## src/rtl/half_subtractor_if.sv

```systemverilog
// Operand/result bundle for the half_subtractor leaf primitive.
// master drives operands and control; slave (the subtractor) returns results.
interface half_subtractor_if #(
    parameter int unsigned WIDTH = 1,
    parameter int unsigned CNT_W = 16
);
    logic [WIDTH-1:0] a;
    logic [WIDTH-1:0] b;
    logic             in_valid;
    logic             clr_cnt;
    logic [WIDTH-1:0] diff;
    logic [WIDTH-1:0] bo;
    logic [WIDTH-1:0] diff_q;
    logic [WIDTH-1:0] bo_q;
    logic             out_valid;
    logic [CNT_W-1:0] borrow_cnt;

    modport master (
        output a, b, in_valid, clr_cnt,
        input  diff, bo, diff_q, bo_q, out_valid, borrow_cnt
    );

    modport slave (
        input  a, b, in_valid, clr_cnt,
        output diff, bo, diff_q, bo_q, out_valid, borrow_cnt
    );
endinterface

```

## src/rtl/half_subtractor.sv

```systemverilog
// Bit-parallel half subtractor: combinational diff/borrow per lane, a registered
// copy with a valid pulse, and a saturating count of borrowing lanes.
module half_subtractor #(
    parameter int unsigned WIDTH = 1,
    parameter int unsigned CNT_W = 16
) (
    input logic                clk,
    input logic                rst_n,
    half_subtractor_if.slave   bus
);

    localparam int unsigned POP_W = $clog2(WIDTH + 1);
    localparam int unsigned SUM_W = CNT_W + POP_W;
    localparam logic [SUM_W-1:0] CNT_MAX = {{POP_W{1'b0}}, {CNT_W{1'b1}}};

    logic [WIDTH-1:0] diff_c;
    logic [WIDTH-1:0] bo_c;
    logic [POP_W-1:0] pop_c;
    logic [SUM_W-1:0] sum_c;

    logic [WIDTH-1:0] diff_d,       diff_q;
    logic [WIDTH-1:0] bo_d,         bo_q;
    logic             out_valid_d,  out_valid_q;
    logic [CNT_W-1:0] borrow_cnt_d, borrow_cnt_q;

    // Lane arithmetic and borrow popcount; lanes never interact.
    always_comb begin
        diff_c = bus.a ^ bus.b;
        bo_c   = ~bus.a & bus.b;
        pop_c  = '0;
        for (int unsigned i = 0; i < WIDTH; i++) begin
            pop_c = pop_c + POP_W'(bo_c[i]);
        end
        // Widened sum so the clamp sees the true total rather than a wrapped one.
        sum_c = {{POP_W{1'b0}}, borrow_cnt_q} + {{CNT_W{1'b0}}, pop_c};
    end

    // Next-state for the registered path and the borrow counter.
    always_comb begin
        diff_d       = diff_q;
        bo_d         = bo_q;
        out_valid_d  = 1'b0;
        borrow_cnt_d = borrow_cnt_q;

        if (bus.in_valid) begin
            diff_d      = diff_c;
            bo_d        = bo_c;
            out_valid_d = 1'b1;
        end

        if (bus.clr_cnt) begin
            borrow_cnt_d = '0;
        end else if (bus.in_valid) begin
            if (sum_c > CNT_MAX) begin
                borrow_cnt_d = '1;
            end else begin
                borrow_cnt_d = sum_c[CNT_W-1:0];
            end
        end
    end

    always_ff @(posedge clk or negedge rst_n) begin
        if (!rst_n) begin
            diff_q       <= '0;
            bo_q         <= '0;
            out_valid_q  <= 1'b0;
            borrow_cnt_q <= '0;
        end else begin
            diff_q       <= diff_d;
            bo_q         <= bo_d;
            out_valid_q  <= out_valid_d;
            borrow_cnt_q <= borrow_cnt_d;
        end
    end

    assign bus.diff       = diff_c;
    assign bus.bo         = bo_c;
    assign bus.diff_q     = diff_q;
    assign bus.bo_q       = bo_q;
    assign bus.out_valid  = out_valid_q;
    assign bus.borrow_cnt = borrow_cnt_q;

endmodule

```

## src/flat_wrapper.sv

```systemverilog
// flat-port wrapper written by rule: the top's interface ports become plain ports
module half_subtractor_flat 
#(
    parameter int unsigned WIDTH = 1,
    parameter int unsigned CNT_W = 16
)
  (clk, rst_n, bus_a, bus_b, bus_in_valid, bus_clr_cnt, bus_diff, bus_bo, bus_diff_q, bus_bo_q, bus_out_valid, bus_borrow_cnt);
  half_subtractor_if #(.WIDTH(WIDTH), .CNT_W(CNT_W)) bus_i ();
  input logic clk;
  input logic rst_n;
  input wire logic [$bits(bus_i.a)-1:0] bus_a;
  input wire logic [$bits(bus_i.b)-1:0] bus_b;
  input wire logic [$bits(bus_i.in_valid)-1:0] bus_in_valid;
  input wire logic [$bits(bus_i.clr_cnt)-1:0] bus_clr_cnt;
  output wire logic [$bits(bus_i.diff)-1:0] bus_diff;
  output wire logic [$bits(bus_i.bo)-1:0] bus_bo;
  output wire logic [$bits(bus_i.diff_q)-1:0] bus_diff_q;
  output wire logic [$bits(bus_i.bo_q)-1:0] bus_bo_q;
  output wire logic [$bits(bus_i.out_valid)-1:0] bus_out_valid;
  output wire logic [$bits(bus_i.borrow_cnt)-1:0] bus_borrow_cnt;
  assign bus_i.a = bus_a;
  assign bus_i.b = bus_b;
  assign bus_i.in_valid = bus_in_valid;
  assign bus_i.clr_cnt = bus_clr_cnt;
  assign bus_diff = bus_i.diff;
  assign bus_bo = bus_i.bo;
  assign bus_diff_q = bus_i.diff_q;
  assign bus_bo_q = bus_i.bo_q;
  assign bus_out_valid = bus_i.out_valid;
  assign bus_borrow_cnt = bus_i.borrow_cnt;
  half_subtractor #(.WIDTH(WIDTH), .CNT_W(CNT_W)) u_core (.clk(clk), .rst_n(rst_n), .bus(bus_i));
endmodule
```

## config.mk

```make
export PLATFORM = sky130hd
export DESIGN_NAME = half_subtractor_flat
export DESIGN_NICKNAME = d
export VERILOG_FILES = /design/src/rtl/half_subtractor_if.sv /design/src/rtl/half_subtractor.sv /design/src/flat_wrapper.sv
export SDC_FILE = /design/constraint.sdc
export NUM_CORES = 1
export LEC_CHECK = 0
export BUFFER_PORTS_ARGS = -buffer_cell sky130_fd_sc_hd__clkbuf_2
export CAP_MARGIN = 40
export CELL_PAD_IN_SITES_DETAIL_PLACEMENT = 1
export CELL_PAD_IN_SITES_GLOBAL_PLACEMENT = 1
export CORE_MARGIN = 2
export CORE_UTILIZATION = 37
export CTS_BUF_LIST = sky130_fd_sc_hd__clkbuf_2 sky130_fd_sc_hd__clkbuf_4 sky130_fd_sc_hd__clkbuf_8
export DETAILED_ROUTE_END_ITERATION = 12
export PLACE_DENSITY_LB_ADDON = 0.3
export SETUP_SLACK_MARGIN = 0.1
export SYNTH_ARGS = -nofsm -noshare
export SYNTH_HDL_FRONTEND = slang
export SYNTH_SLANG_ARGS = --single-unit
```

## constraint.sdc

```tcl
create_clock -name clk -period 1.4 [get_ports clk]
set_input_delay 0.28 -clock clk [delete_from_list [all_inputs] [get_ports clk]]
set_output_delay 0.28 -clock clk [all_outputs]
set_load 0.005 [all_outputs]
```

==> impl_metrics.csv <==
group,metric,value,unit
synthesis,synth_ff_type,"dfrtp_1",
grt,grt_pass1_vias,1223,
critical_path,slowest_delay,440,ps
place,io_buffers,26,
clock_network,cts_tree,"yes",
synthesis,synth_cell_type_count,35,
timing,slew-limit-headroom,67.14,%
synthesis,synth.cell_area,1067,µm²
timing,holdWs,324.4,ps
place,pre_cts_ws,-354.4,ps
power_and_ir_drop,pwr-share-seq,56.2,%
final_layout,area_delta_synth_final,78.43,%
routing,wl_per_cell,22.11,µm
grt,gr-usage-all-layers,25.42,%
grt,busiest_layer,"met2",
grt,grt_use_met3,2.455,%
power_and_ir_drop,power_switching_share,26.20,%
grt,grt_max_degree,20,
synthesis,ys_seq_area_share,44.55,%
power_and_ir_drop,peakVddDrop,0.7364,mV
synthesis,synthMuxAreaShare,3.048,%
grt,grt_pass1_wl,6.430,mm
power_and_ir_drop,powerDensity,533.7,nW/µm²
synthesis,yosys.area.top_type_share,44.55,%
timing,drv_slew,0,
critical_path,crit_type,"reg2reg",
timing,fin_ws,-221.0,ps
critical_path,critPathCaptureType,"flop",
floorplan,ios,27,
clock_network,worstSkewPairLatency,310,ps
routing,drt_iter0_drc,29,
critical_path,path_delay_family,"flip-flops",
floorplan,core_area,2758,µm²
routing,vias,1225,
critical_path,crit_path_top_delay_cell,"dfrtp_2",
power_and_ir_drop,pwr-share-clk,31.7,%
final_layout,fin_nets,186,
synthesis,synth_compound_area_share,21.81,%
final_layout,antenna_cells,0,
grt,antenna_found_initial,0,
timing,rsz0062_at_grt,"true",
critical_path,r2r_slack,-220,ps
timing,setup_viol,18,
grt,grt_util_met1,33.38,%
power_and_ir_drop,leakage,0.8769,nW
critical_path,cp.required,1620,ps
clock_network,root_buffer,"clkbuf_4",
critical_path,cp.arrival,1840,ps
clock_network,cts.path.max_buffers,2,
floorplan,initial_core_util,38.70,%
synthesis,synth_top_family_by_area,"compound AO/OA/AOI/OAI gates",
grt,grt_overflow,0,
synthesis,yosysMostFrequentCell,"dfrtp_1",
critical_path,crit_buf_inv,1,
timing,finalCritPeriodShare,115.8,%
timing,post-route-min-period,1621,ps
routing,routed_wl,4.577,mm
routing,dr.pass1.iters,4,
grt,use_met2,44.97,%
routing,ant_nets,0,
place,place_congestion,0.8380,
synthesis,yosys.area_share.simple,21.69,%
timing,finClkSkew,11.50,ps
routing,drc,0,
synthesis,netlist_instances,100,
outcome,violations,"negative setup slack",
synthesis,avgSynthCellArea,10.67,µm²
power_and_ir_drop,p_int,0.7501,mW
synthesis,synth_edf_count,0,
critical_path,cp-start-kind,"flop",
clock_network,clk_pin_slew,130,ps
clock_network,clkSinkCount,19,
synthesis,ys.warnings.count,0,
floorplan,die_w,57.71,µm
synthesis,yosys.area_share.xor_xnor,0,%
synthesis,synth.largest_area_cell,"dfrtp_1",
final_layout,drive_above_1_share,68.18,%
floorplan,dieArea,3330,µm²
floorplan,rows,19,
outcome,status,"complete, but fails checks",
power_and_ir_drop,p_sw,0.2663,mW
place,place_hpwl,2.683,mm
min_path,hp-class,"in2reg",
synthesis,synth_adder_area_share,3.517,%
synthesis,synthTopCellsByCount,"19 x dfrtp_1, 8 x a211oi_1, 7 x a31oi_1",
synthesis,ys_ff_latch,19,
job,max_cap_viol_count,0,
clock_network,h-tree-depth,1,
clock_network,cts_buffers,3,
routing,viasPerCell,5.918,
critical_path,crit_fanout,3,
synthesis,async_flop_share,100.0,%
timing,hold_viol,0,
critical_path,path_cells,"ha_4 -> nand2_4 -> nor4_2 -> buf_4 -> a31oi_1 -> a211oi_2",
timing,worst_pin_slew,492.9,ps
synthesis,syn-num-nets,109,
synthesis,netlist_top_cells_area,"dfrtp_1 45%, a211oi_1 5.6%, a31oi_1 4.1%",
floorplan,die_y,57.71,µm
timing,fmax,0.6169,GHz
power_and_ir_drop,power_frac_comb,12.1,%
## sequential cells by signal, indices dropped and copies added (netlist names)
signal / count
u_core.bus.borrow_cnt: 16
u_core.bus.out_valid: 1
u_core.bus.bo_q: 1
u_core.bus.diff_q: 1
## power by group through the flow
stage / Clock, mW / Sequential, mW / Combinational [mW]
final: 0.323 / 0.571 / 0.123
after global routing: 0.349 / 0.572 / 0.133
after CTS: 0.307 / 0.570 / 0.115
after detailed placement: 0 / 0.580 / 0.100
after global placement: 0 / 0.579 / 0.0962
after floorplan: 0 / 0.580 / 0.0457
## final timing paths
kind / from / to / cells after the start
max: u_core.bus.borrow_cnt[0] / u_core.bus.borrow_cnt[14] / 6
min: bus_in_valid / u_core.bus.out_valid / 2
max reg2reg: u_core.bus.borrow_cnt[0] / u_core.bus.borrow_cnt[14] / 6
min reg2reg: u_core.bus.diff_q / u_core.bus.diff_q / 1
max in group asynchronous: rst_n / u_core.bus.borrow_cnt[1] / 2
min in group asynchronous: rst_n / u_core.bus.borrow_cnt[3] / 2
## final cells by class
cell class              count  area (µm²)
clock buffers               4       30.03
fillers                   300       853.3
inverters                   4       20.02
multi-input cells          73       745.7
flip-flops and latches     19       479.2
well taps                  31       38.79
repair buffers             76       590.6
## through the flow
stage	power (mW)	cell area, µm²	setup TNS [ps]	util (%)	std cells
floorplan	0.6256	1131	-812.7	-	100
detailed placement	0.6806	1535	-4781	55.67	190
CTS	0.9918	1749	-2033	63.43	203
global route	1.053	1904	-3515	69.06	207
finish	1.016	1904	-2809	69.06	207
global placement	0.6753	1535	-3700	55.67	190
## logic make-up after synthesis
kind of cell,Yosys count
compound gates,32
fa+ha+maj,3
buf+inv,8
flops,19
mux,3
simple gates,35
## placed cells by master (no fill, tap or decap), drive strengths merged
master,instances
mux2i,1
o21bai,4
a41oi,1
a211oi,10
nor4b,1
a311oi,3
nor4,2
mux2,2
a31oi,7
and4,2
ha,3
or4,2
nand2,7
nand3,5
dlygate4sd3,1
nand4,1
inv,4
nor3,4
clkbuf,27
a21oi,7
and4b,1
dfrtp,19
and2,1
buf,52
and3,4
nor2,5
## metal layers
metal	vias to the layer above	share of wire, %
met1	636	44
met2	38	51
li1	541	-
met3	10	2.9
met5	-	0
met4	0	1.8
## timing repair
item | CTS | global route
gates resized for setup | 23 | 24
buffers inserted | 9 | 4
setup endpoints to repair | 20 | 24
pin swaps | 9 | 12
hold buffers | 1 | 0
hold endpoints to repair | 19 | 0
Note: power is estimated with default switching activity, not from simulation.
